File: config.mk
export PLATFORM = sky130hd
export DESIGN_NAME = fifo_master
export DESIGN_NICKNAME = d
export VERILOG_FILES = /design/src/rtl/fifo_master_pkg.sv /design/src/rtl/fifo_master_ack_timer.sv /design/src/rtl/fifo_master.sv
export SDC_FILE = /design/constraint.sdc
export NUM_CORES = 1
export LEC_CHECK = 0
export ABC_AREA = 1
export CELL_PAD_IN_SITES_DETAIL_PLACEMENT = 0
export CELL_PAD_IN_SITES_GLOBAL_PLACEMENT = 1
export CORE_MARGIN = 5
export CORE_UTILIZATION = 36
export CTS_CLUSTER_SIZE = 25
export DETAILED_ROUTE_END_ITERATION = 10
export PLACE_DENSITY_LB_ADDON = 0.05
export RECOVER_POWER = 50
export SYNTH_ARGS = -nofsm -noshare
export SYNTH_HDL_FRONTEND = slang
export SYNTH_SLANG_ARGS = --single-unit
File: constraint.sdc
create_clock -name i_clk -period 3 [get_ports i_clk]
set_input_delay 0.45 -clock i_clk [delete_from_list [all_inputs] [get_ports i_clk]]
set_output_delay 0.45 -clock i_clk [all_outputs]
set_load 0.01 [all_outputs]
File: src/rtl/fifo_master_pkg.sv
// fifo_master_pkg
//   Shared definitions for the fifo initiator: FSM state encodings, the bit
//   positions inside the sticky error vector, and a width helper. The fifo
//   bench reuses the same encodings so both sides agree on what they see.
package fifo_master_pkg;

  // Transaction FSM states. Exactly one fifo transaction is outstanding at a time.
  typedef enum logic [1:0] {
    ST_IDLE     = 2'd0,
    ST_SET_WAIT = 2'd1,
    ST_GET_WAIT = 2'd2,
    ST_DONE     = 2'd3
  } fm_state_e;

  // Bit indices into o_err.
  localparam int ERR_OVUN    = 0;  // overflow or underflow refusal
  localparam int ERR_TIMEOUT = 1;  // ack never arrived

  // Bits needed to hold the values 0..n inclusive.
  function automatic int cnt_width(input int n);
    return (n < 1) ? 1 : $clog2(n + 1);
  endfunction

endpackage

File: src/rtl/fifo_master_ack_timer.sv
// ack_timer
//   Loadable down-counter with an expiry flag. The master loads it when it
//   raises a fifo strobe and enables counting while waiting for the ack.
//   The counter stops at zero instead of wrapping.
// Ports
//   i_clk       clock
//   i_rst       synchronous active-high reset (counter -> 0)
//   i_load      load i_load_val this cycle (wins over i_en)
//   i_load_val  value loaded into the counter
//   i_en        decrement by one this cycle (stops at zero)
//   o_expired   counter is zero
//   o_cnt       current counter value
module ack_timer #(
  parameter int TW = 4
) (
  input  logic          i_clk,
  input  logic          i_rst,
  input  logic          i_load,
  input  logic [TW-1:0] i_load_val,
  input  logic          i_en,
  output logic          o_expired,
  output logic [TW-1:0] o_cnt
);

  logic [TW-1:0] cnt_d, cnt_q;

  always_comb begin
    cnt_d = cnt_q;
    if (i_load) begin
      cnt_d = i_load_val;
    end else if (i_en && (cnt_q != '0)) begin
      cnt_d = cnt_q - TW'(1);
    end
  end

  always_ff @(posedge i_clk) begin
    if (i_rst) begin
      cnt_q <= '0;
    end else begin
      cnt_q <= cnt_d;
    end
  end

  assign o_expired = (cnt_q == '0);
  assign o_cnt     = cnt_q;

endmodule

File: src/rtl/fifo_master.sv
// fifo_master
//   Initiator side of the fifo set/get pulse-ack protocol. Turns client push/pop
//   level requests into single fifo transactions, tracks occupancy (the fifo has
//   no flags of its own), refuses overflow/underflow and aborts a transaction
//   whose ack does not arrive within TIMEOUT wait cycles.
//
// Handshake: the client raises i_push or i_pop and holds it until it sees
//   o_push_done / o_pop_done / o_req_err. Requests are only looked at in IDLE.
//   Toward the fifo, o_fifo_set / o_fifo_get stay high until the matching ack
//   (i_fifo_set / i_fifo_get) is seen or the wait times out; the master then
//   keeps both strobes low for one DONE cycle so the fifo ack can fall.
//
// Ports
//   i_clk, i_rst                 clock, synchronous active-high reset
//   i_push, i_push_data          client write request (level) and data
//   i_pop                        client read request (level)
//   i_clr_err                    clears sticky o_err (a new error the same cycle wins)
//   o_push_done, o_pop_done      1-cycle completion pulses
//   o_pop_data                   read data, held until the next pop completes
//   o_req_err                    1-cycle pulse: refused or timed out
//   o_count, o_full, o_empty     occupancy and flags derived from it
//   o_err                        sticky {timeout, overflow|underflow}
//   o_fifo_en/set/get/data       strobes and write data toward the fifo
//   i_fifo_set/get/data          fifo acks and read data
module fifo_master
  import fifo_master_pkg::*;
#(
  parameter  int WIDTH   = 8,
  parameter  int DEPTH   = 256,
  parameter  int TIMEOUT = 15,
  localparam int CW      = cnt_width(DEPTH)
) (
  input  logic             i_clk,
  input  logic             i_rst,
  input  logic             i_push,
  input  logic [WIDTH-1:0] i_push_data,
  input  logic             i_pop,
  input  logic             i_clr_err,
  output logic             o_push_done,
  output logic             o_pop_done,
  output logic [WIDTH-1:0] o_pop_data,
  output logic             o_req_err,
  output logic [CW-1:0]    o_count,
  output logic             o_full,
  output logic             o_empty,
  output logic [1:0]       o_err,
  output logic             o_fifo_en,
  output logic             o_fifo_set,
  output logic             o_fifo_get,
  output logic [WIDTH-1:0] o_fifo_data,
  input  logic             i_fifo_set,
  input  logic             i_fifo_get,
  input  logic [WIDTH-1:0] i_fifo_data
);

  localparam int TW = cnt_width(TIMEOUT);

  fm_state_e        state_d, state_q;
  logic [WIDTH-1:0] data_d, data_q;
  logic [WIDTH-1:0] pop_data_d, pop_data_q;
  logic [CW-1:0]    count_d, count_q;
  logic [1:0]       err_d, err_q;
  logic             push_done_d, push_done_q;
  logic             pop_done_d, pop_done_q;
  logic             req_err_d, req_err_q;
  logic             fifo_en_d, fifo_en_q;
  logic             fifo_set_d, fifo_set_q;
  logic             fifo_get_d, fifo_get_q;

  logic             full, empty;
  logic             tmr_load, tmr_en, tmr_expired;
  logic [TW-1:0]    tmr_cnt;

  assign full  = (count_q == CW'(DEPTH));
  assign empty = (count_q == '0);

  // Loaded with TIMEOUT-1 as the strobe rises, so it reaches zero on the
  // TIMEOUT-th wait cycle; an ack seen on that same cycle still completes.
  ack_timer #(
    .TW (TW)
  ) u_ack_timer (
    .i_clk      (i_clk),
    .i_rst      (i_rst),
    .i_load     (tmr_load),
    .i_load_val (TW'(TIMEOUT - 1)),
    .i_en       (tmr_en),
    .o_expired  (tmr_expired),
    .o_cnt      (tmr_cnt)
  );

  always_comb begin
    state_d     = state_q;
    data_d      = data_q;
    pop_data_d  = pop_data_q;
    count_d     = count_q;
    err_d       = i_clr_err ? 2'b00 : err_q;
    push_done_d = 1'b0;
    pop_done_d  = 1'b0;
    req_err_d   = 1'b0;
    fifo_en_d   = 1'b1;
    fifo_set_d  = 1'b0;
    fifo_get_d  = 1'b0;
    tmr_load    = 1'b0;
    tmr_en      = 1'b0;

    unique case (state_q)
      ST_IDLE: begin
        // Pop has priority, but only when there is something to pop; with
        // both requests high on an empty fifo the push goes first.
        if (i_pop && !empty) begin
          state_d    = ST_GET_WAIT;
          fifo_get_d = 1'b1;
          tmr_load   = 1'b1;
        end else if (i_push) begin
          if (full) begin
            req_err_d       = 1'b1;
            err_d[ERR_OVUN] = 1'b1;
          end else begin
            state_d    = ST_SET_WAIT;
            data_d     = i_push_data;
            fifo_set_d = 1'b1;
            tmr_load   = 1'b1;
          end
        end else if (i_pop) begin
          req_err_d       = 1'b1;
          err_d[ERR_OVUN] = 1'b1;
        end
      end

      ST_SET_WAIT: begin
        tmr_en = 1'b1;
        if (i_fifo_set) begin
          push_done_d = 1'b1;
          count_d     = count_q + CW'(1);
          state_d     = ST_DONE;
        end else if (tmr_expired) begin
          req_err_d          = 1'b1;
          err_d[ERR_TIMEOUT] = 1'b1;
          state_d            = ST_DONE;
        end else begin
          fifo_set_d = 1'b1;
        end
      end

      ST_GET_WAIT: begin
        tmr_en = 1'b1;
        if (i_fifo_get) begin
          pop_data_d = i_fifo_data;
          pop_done_d = 1'b1;
          count_d    = count_q - CW'(1);
          state_d    = ST_DONE;
        end else if (tmr_expired) begin
          req_err_d          = 1'b1;
          err_d[ERR_TIMEOUT] = 1'b1;
          state_d            = ST_DONE;
        end else begin
          fifo_get_d = 1'b1;
        end
      end

      ST_DONE: begin
        state_d = ST_IDLE;
      end

      default: begin
        state_d = ST_IDLE;
      end
    endcase
  end

  always_ff @(posedge i_clk) begin
    if (i_rst) begin
      state_q     <= ST_IDLE;
      data_q      <= '0;
      pop_data_q  <= '0;
      count_q     <= '0;
      err_q       <= 2'b00;
      push_done_q <= 1'b0;
      pop_done_q  <= 1'b0;
      req_err_q   <= 1'b0;
      fifo_en_q   <= 1'b0;
      fifo_set_q  <= 1'b0;
      fifo_get_q  <= 1'b0;
    end else begin
      state_q     <= state_d;
      data_q      <= data_d;
      pop_data_q  <= pop_data_d;
      count_q     <= count_d;
      err_q       <= err_d;
      push_done_q <= push_done_d;
      pop_done_q  <= pop_done_d;
      req_err_q   <= req_err_d;
      fifo_en_q   <= fifo_en_d;
      fifo_set_q  <= fifo_set_d;
      fifo_get_q  <= fifo_get_d;
    end
  end

  assign o_push_done = push_done_q;
  assign o_pop_done  = pop_done_q;
  assign o_pop_data  = pop_data_q;
  assign o_req_err   = req_err_q;
  assign o_count     = count_q;
  assign o_full      = full;
  assign o_empty     = empty;
  assign o_err       = err_q;
  assign o_fifo_en   = fifo_en_q;
  assign o_fifo_set  = fifo_set_q;
  assign o_fifo_get  = fifo_get_q;
  assign o_fifo_data = data_q;

endmodule

## Yosys cells after proc, flatten, opt, wreduce, memory -nomap -nowiden

Index checks and enable logic that the tools add are counted.

| storage, ports and cells | value |
|---|---|
| bits in registers | 39 |
| output and inout bits | 35 |
| word-level logic and storage cells | 90 |

| cells by class | value |
|---|---|
| $add $sub $neg | 3 |
| eq/ne operators | 8 |
| mux-type cells | 45 |
| bitwise gates (word level) | 4 |
| reduce and logical (&&, ||, !) cells | 17 |

Operators by type and width:

| operator | count |
|---|---|
| $mux W1 | 28 |
| $mux W9 | 2 |
| $pmux W9 S2 | 1 |
| $mux W2 | 7 |
| $add A9 B1 Y9 const B | 1 |
| $eq A9 B9 Y1 const B | 1 |
| $logic_not A9 Y1 | 1 |
| $sub A9 B1 Y9 const B | 1 |
| $mux W4 | 2 |
| $pmux W2 S4 | 1 |
| $reduce_or A2 Y1 | 4 |
| $ne A3 B3 Y1 const B | 2 |
| $pmux W1 S2 | 3 |
| $eq A2 B2 Y1 const B | 2 |
| $logic_not A4 Y1 | 1 |
| $ne A2 B2 Y1 const B | 2 |
| $not A1 Y1 | 4 |
| $reduce_and A2 Y1 | 2 |
| $reduce_and A4 Y1 | 1 |
| $reduce_bool A2 Y1 | 2 |
| $reduce_bool A4 Y1 | 1 |
| $sub A4 B1 Y4 const B | 1 |
| $pmux W1 S3 | 1 |
| $reduce_and A3 Y1 | 1 |
| 4 further kinds | 5 |

## Logic depth before layout (Yosys ltp)

Gate-level depths: netlist of run 1.

| depth | value |
|---|---|
| depth in word-level cells | 6 |
| mapped depth | 15 |
| depth with buffers taken out | 15 |

## Hierarchy

Synthesis of run 1 repeated with hierarchy kept, for this count alone.

| second synthesis, totals | value |
|---|---|
| cell total of the unflattened synthesis | 353 |
| area total of the unflattened synthesis | 2,309.7 µm² |

By module, submodules not included:

| module | times used | cells an instance | area each (µm²) |
|---|---|---|---|
| fifo_master | 1 | 312 | 2,035.7 |
| ack_timer | 1 | 41 | 274.0 |

## Worst setup path before layout of run 1

No wires, ideal clock.

| timing path | value |
|---|---|
| kind | register to register |
| start | register state_q[0] |
| end | register count_q[8], in the netlist o_count[8] |
| library setup time | 117 ps |
| arrival time | 1,683 ps |
| setup slack | 1,200 ps |
| cell stages (with the launch flop) | 16 |
| period minus slack after synthesis | 1,800 ps |
| cells stage by stage | dfxtp_1 -> inv_1 -> ha_1 -> nand2_1 -> inv_1 -> nor2_1 -> ha_1 -> inv_1 -> nand2_1 -> nand3_1 -> nand2_2 -> nand2_1 -> nand3_1 -> nand2_1 -> nor2_1 -> nor2_1 |

| on the way | value |
|---|---|
| cells in the longest elaborated chain, start to end | 3 |
| elaborated cells on any way between the ends | 7 |
| classes of those cells | eq/ne: 4; mux: 1; reduce/logical: 2 |

RTL lines:

| element | RTL line | source |
|---|---|---|
| from (decl) | fifo_master.sv:58 | `fm_state_e state_d, state_q;` |
| from (signal assigned) | fifo_master.sv:185 | `state_q <= state_d;` |
| $eq A2 B2 Y1 / $eq A2 B1 Y1 (equally long branches) | fifo_master.sv:106 | `unique case (state_q)` |
| $ne A2 B2 Y1 (no line) / $reduce_bool A2 Y1 (equally long branches) | -- |  |
| $reduce_and A3 Y1 (no line) | -- |  |
| to (signal assigned) | fifo_master.sv:188 | `count_q <= count_d;` |
| to (decl) | fifo_master.sv:61 | `logic [CW-1:0] count_d, count_q;` |

Several ways; a longest one is shown, not always the timed one.
A chain may end at the register's enable or synchronous reset.

## Worst setup path after layout of run 1

| timing path | value |
|---|---|
| start | register state_q[0] |
| end | register count_q[0], in the netlist o_count[0] |

The elaborated chain is that of the path after synthesis.

==> key figures, run 1 <==
Status
  • Outcome: complete, no violations

Place
  • Dpl cells: 443
  • Gpl congestion: 0.781
  • Pre-CTS WS: 679 ps
  • PortBufs: 57
  • Placement Cell Area: 2750 um^2
  • Dpl hpwl: 3950 um

Clock tree
  • Clk_lat worst skew: 290 ps
  • Gates resized, CTS repair: 0
  • Total CTS buffers: 5
  • H-tree Lvls: 2
  • Cts-stage hold buffer count: 0
  • CTS max path bufs: 2
  • Setup Buffers After CTS: 0
  • CTS clk-pin slew, worst paths: 80 ps
  • Clk sinks: 39
  • Root Buffer: clkbuf_8
  • CTS tree: done

Final layout
  • Fraction of layout cells with a size suffix above 1: 6.12%
  • Fin area: 2840 um^2
  • # nets final: 407
  • Final core utilization: 48.8%
  • N_diodes: 0
  • Area Growth Syn to Fin: 34.1%
  • Layout Cells excl Fill: 451
  • Fill cells: 598

GRT
  • Antenna violations before repair: 0
  • Largest net degree at the start of global routing: 26
  • Global-route wire length before repair: 8770 um
  • Vias in the first global route: 1897
  • Grt ovf: 0
  • Grt met2 use: 23.2%
  • GR Util met3: 3.14%
  • Layer with the highest usage: met2
  • GR Layer Usage met1: 19.3%
  • Tot GR Track Use: 14.5%

Worst setup path
  • Worst R2R End: o_count[0]$_SDFFE_PP0P_
  • Delay of the slowest critical-path stage: 570 ps
  • CP bufs+invs: 4
  • Critical path launch point type: register
  • Worst path required time: 3210 ps
  • R2r startpoint: state_q[0]$_SDFFE_PP0P_
  • Worst setup path endpoint: o_count[0]$_SDFFE_PP0P_
  • Worst R2R Path Depth: 9
  • Critical Path AT: 2540 ps
  • Critical path's top delay family: buffers and inverters
  • Element type at the critical path end: register
  • CP Depth: 9
  • Most frequent CP cell: inv_1
  • R2R setup slack: 680 ps
  • Crit Path Class: register to register
  • Crit-path max FO: 16
  • Beginning of the critical path: state_q[0]$_SDFFE_PP0P_
  • Crit path cell chain: inv_1, ha_1, inv_2, nand2_1, inv_1, nor2_2, buf_4, o21ai_0, a21oi_1
  • Critical Path Slowest Stage Cell: ha_1

STA
  • Final hold vios: 0
  • Final setup vio count: 0
  • Tcrit/Tclk final: 77.5%
  • Final slew viol count: 0
  • Slew HR: 52.2%
  • Fmax: 430 MHz
  • Actual slew at the worst max-slew pin: 715 ps
  • Post-route setup TNS: 0 ps
  • RSZ-0062 raised after global routing: false
  • Worst Hold Slack: 462 ps
  • Period minus WS final: 2320 ps
  • Clock skew: 6.41 ps
  • Setup WS post-layout: 675 ps

Detailed routing
  • WL final: 5270 um
  • # DRC: 0
  • WL per Instance: 11.7 um
  • Via density: 4.49
  • DRT iter0 DRCs: 44
  • DR vias: 2026
  • Routed Antenna Nets: 0
  • Iteration count of the initial detailed-routing pass: 4

Job
  • Max cap viols: 0

Synth
  • Yosys reg bits: 39
  • Yosys cell types: 31
  • Ys Warns: 0
  • Ys flop type: dfxtp_1
  • Post-synthesis instance total: 316
  • Syn Area/Cell: 6.70 um^2
  • Count leader, synth: nand2_1
  • Top cells by area, synth: dfxtp_1, nand2_1, nor2_1
  • Register area share after synthesis: 36.9%
  • Post-synth top area share: 36.9%
  • Post-synth ARST share: 0%
  • Top cells by count, synth: nand2_1, nor2_1, inv_1, dfxtp_1, o21ai_0
  • EDFF count, synth: 0
  • Area leader, netlist: dfxtp_1
  • Mapped Area: 2120 um^2
  • Syn Nets: 348

Power
  • Leakage: 1.41 nW
  • Peak supply drop: 0.000495 V
  • Total power: 2.84 mW
  • PD cells: 1000 nW/um^2

Floorplan
  • Die height: 86.7 um
  • Die Span X: 86.7 um
  • Io pins: 58
  • Row cnt: 28
  • Core area: 5820 um^2
  • Starting density of the core: 36.4%
  • Full die area: 7510 um^2

Worst hold path
  • Worst hold path class: register to register
==> registers in the layout (all words and copies together) (netlist names) <==
signal,count
o_pop_data,8
o_pop_done,1
o_err,2
o_count,9
state_q,2
u_ack_timer.o_cnt,4
o_fifo_get,1
o_push_done,1
o_fifo_data,8
o_req_err,1
o_fifo_set,1
o_fifo_en,1
==> cell families after synthesis <==
logic type	Yosys count	share of synthesized area (%)
compound gates	41	10.6
xor+xnor	7	2.90
buf+inv	55	10.8
simple gates	165	33.5
fa+ha+maj	9	5.32
flops	39	36.9
==> power breakdown <==
| part | internal [mW] | total, mW | leakage (nW) | switching, mW |
|---|---|---|---|---|
| sequential | 0.694 | 0.848 | 0.321 | 0.154 |
| combinational | 0.658 | 1.54 | 1.03 | 0.882 |
| clock | 0.269 | 0.456 | 0.0612 | 0.186 |
| total | 1.62 | 2.84 | 1.41 | 1.22 |
==> worst min-delay path, delay by kind of cell, from the launching register on <==
kind            cells  cell delay [ps]
simple gates        1               50
compound gates      1               50
flops               1              310
==> layer usage <==
metal	wire length [um]	vias up
li1	-	1095
met1	2560	878
met4	57	0
met3	333	6
met5	0	-
met2	2320	47
==> how the worst min path moves through the flow <==
stage                        startpoint                   to  slack, ps  cells past startpoint
floorplan           o_err[0]$_SDFF_PP0_  o_err[0]$_SDFF_PP0_        490                      2
global placement    o_err[0]$_SDFF_PP0_  o_err[0]$_SDFF_PP0_        460                      2
detailed placement  o_err[0]$_SDFF_PP0_  o_err[0]$_SDFF_PP0_        460                      2
CTS                 o_err[0]$_SDFF_PP0_  o_err[0]$_SDFF_PP0_        470                      2
global route        o_err[0]$_SDFF_PP0_  o_err[0]$_SDFF_PP0_        500                      2
finish              o_err[0]$_SDFF_PP0_  o_err[0]$_SDFF_PP0_        460                      2
==> cell usage in the layout (no fill, tap or decap) <==
| cell | synthesis | layout |
|---|---|---|
| o21ai_1 | 2 | 1 |
| or2_2 | 2 | 2 |
| ha_1 | 9 | 9 |
| a21oi_1 | 16 | 16 |
| nor2_2 | 4 | 3 |
| nor2_1 | 58 | 59 |
| nand3_1 | 16 | 16 |
| inv_2 | 2 | 2 |
| nand4_1 | 3 | 4 |
| buf_4 | 1 | 2 |
| inv_1 | 46 | 46 |
| nor4_1 | 1 | 1 |
| clkinv_2 | 0 | 1 |
| dlygate4sd3_1 | 0 | 25 |
| a21oi_2 | 1 | 1 |
| o31ai_1 | 1 | 1 |
| clkbuf_8 | 0 | 6 |
| nand2_1 | 72 | 74 |
| o21bai_1 | 1 | 1 |
| bufinv_16 | 0 | 1 |
| xor2_1 | 4 | 4 |
| o2111ai_1 | 1 | 1 |
| dfxtp_1 | 39 | 39 |
| o21ai_0 | 18 | 19 |
| nor2_4 | 1 | 1 |
| xnor2_1 | 3 | 3 |
| nand2_2 | 4 | 3 |
| o22ai_2 | 1 | 1 |
| nor3_1 | 2 | 2 |
| clkdlybuf4s50_1 | 0 | 32 |
==> final cells by class <==
type | count | area (um^2) | area share, %
multi-input combinational | 222 | 1080 | 38.1
clock inverter | 2 | 35.0 | 1.23
timing repair buffer | 59 | 586 | 20.6
tap | 75 | 93.8 | 3.31
inverter | 48 | 180 | 6.35
clock buffer | 6 | 82.6 | 2.91
sequential | 39 | 781 | 27.5
No activity file was read; power rests on OpenSTA's default activity.
==> run 2, diff against run 1 <==
CORE_UTILIZATION = 33   (was 36)
clock period = 2.15 ns   (was 3 ns; I/O delays follow)
==> key figures, run 2 (synthesis gave the netlist of run 1 again) <==
Clock tree
  • CTS tree: done
  • CTS clk-pin slew, worst paths: 80 ps
  • Clk_lat worst skew: 290 ps
  • Root Buffer: clkbuf_8
  • Total CTS buffers: 5
  • H-tree Lvls: 2
  • Clk sinks: 39
  • CTS max path bufs: 2

GRT
  • Antenna violations before repair: 0
  • Largest net degree at the start of global routing: 26
  • Vias in the first global route: 1961
  • Tot GR Track Use: 13.6%
  • Global-route wire length before repair: 9320 um
  • Grt ovf: 0

Final layout
  • # nets final: 412
  • Area Growth Syn to Fin: 38.4%
  • Commonest non-fill, non-tap cell in the layout: nand2_1
  • Fraction of layout cells with a size suffix above 1: 9.97%
  • N_diodes: 0
  • Most frequent cells in the layout: nand2_1, nor2_1, inv_1, dfxtp_1
  • Largest register FFs: 9
  • Fin area: 2930 um^2

Worst setup path
  • Critical path launch point type: register
  • CP bufs+invs: 2
  • Critical Path AT: 1720 ps
  • R2r startpoint: state_q[0]$_SDFFE_PP0P_
  • Crit Path Class: register to output port
  • Critical Path Slowest Stage Cell: clkdlybuf4s50_1
  • Worst path required time: 1830 ps
  • Crit-path max FO: 6
  • Delay of the slowest critical-path stage: 520 ps
  • Critical path's top delay family: buffers and inverters
  • Beginning of the critical path: o_count[2]$_SDFFE_PP0P_
  • Crit path cell chain: nor2_1, nand3_1, nor2_2, nand2_2, inv_1, clkdlybuf4s50_1
  • Element type at the critical path end: output port

STA
  • Slew HR: 74.0%
  • Fmax: 490 MHz
  • RSZ-0062 raised after global routing: false
  • Post-route setup TNS: 0 ps
  • Final setup vio count: 0
  • Period minus WS final: 2040 ps
  • Final hold vios: 0
  • Clock skew: 6.75 ps
  • Actual slew at the worst max-slew pin: 391 ps
  • Final slew viol count: 0
  • Tcrit/Tclk final: 94.9%

Floorplan
  • Core area: 6280 um^2
  • Die Span X: 90.1 um
  • Io pins: 58
  • Starting density of the core: 33.7%
  • Row cnt: 29
  • Die height: 90.1 um
  • Full die area: 8120 um^2

Detailed routing
  • Iteration count of the initial detailed-routing pass: 4
  • Top routing layer in use: met4
  • WL per Instance: 11.8 um
  • WL final: 5390 um
  • Routed Antenna Nets: 0
  • DR vias: 2039
  • Met2 wire length: 2280 um
  • # DRC: 0
  • DRT iter0 DRCs: 58
  • WL met3: 273 um
  • DRT met1 WL: 2770 um
  • Via density: 4.45

Worst hold path
  • Worst hold path class: register to register
  • HP Start: o_err[0]$_SDFF_PP0_

Power
  • Leakage: 1.46 nW
  • Total power: 4.10 mW
  • PD cells: 1400 nW/um^2
  • Peak supply drop: 0.000549 V

Place
  • Dpl hpwl: 4070 um
  • PortBufs: 57
  • Gpl congestion: 0.825
  • Placement Cell Area: 2770 um^2

Status
  • Outcome: complete, no violations

Job
  • Max cap viols: 0
==> run 2: timing repair <==
action	in CTS	in global routing
hold buffers	0	0
buffers inserted	0	2
setup endpoints to repair	0	10
resized for setup	0	8
==> run 2: final cells by class <==
type	instances	area, um^2
Inverter	48	180
Timing Repair Buffer	64	626
Tap cell	77	96.3
Sequential cell	39	783
Clock inverter	2	35.0
Fill cell	657	3350
Clock buffer	6	82.6
Multi-Input combinational cell	222	1130
==> run 2: worst reg2reg max path, delay by kind of cell (launching register included) <==
family	cells	cell delay (ps)
and+or+nand+nor	10	850
adders and majority gates	2	380
DFF	1	360
buffers and inverters	3	170
==> run 2: where the power goes <==
group | leakage (nW) | internal (mW) | switching [mW]
sequential | 0.321 | 0.972 | 0.216
clock | 0.0612 | 0.376 | 0.264
combinational | 1.08 | 0.978 | 1.29
==> run 2: worst paths after layout <==
path | end | slack (ps) | cells past startpoint
setup / recovery | o_full | 110 | 6
hold / removal | o_err[0]$_SDFF_PP0_ | 470 | 2
setup reg to reg | o_count[8]$_SDFFE_PP0P_ | 290 | 15
hold reg to reg | o_err[0]$_SDFF_PP0_ | 470 | 2
==> run 2: through the flow <==
stage               cells  hold slack [ps]  util (%)  setup WS, ps
finish                458              470      46.7           110
global route          458              509      46.7          3.15
CTS                   456              477      46.1          24.6
detailed placement    448              464      44.2          83.3
global placement      448              457      44.2           170
floorplan             316              457         -           350
==> run 2: routing by layer <==
metal  track usage [%]  vias up
li1                  -     1102
met1              18.2      888
met4              4.09        0
met5                 0        -
met2              21.0       44
met3              3.92        5
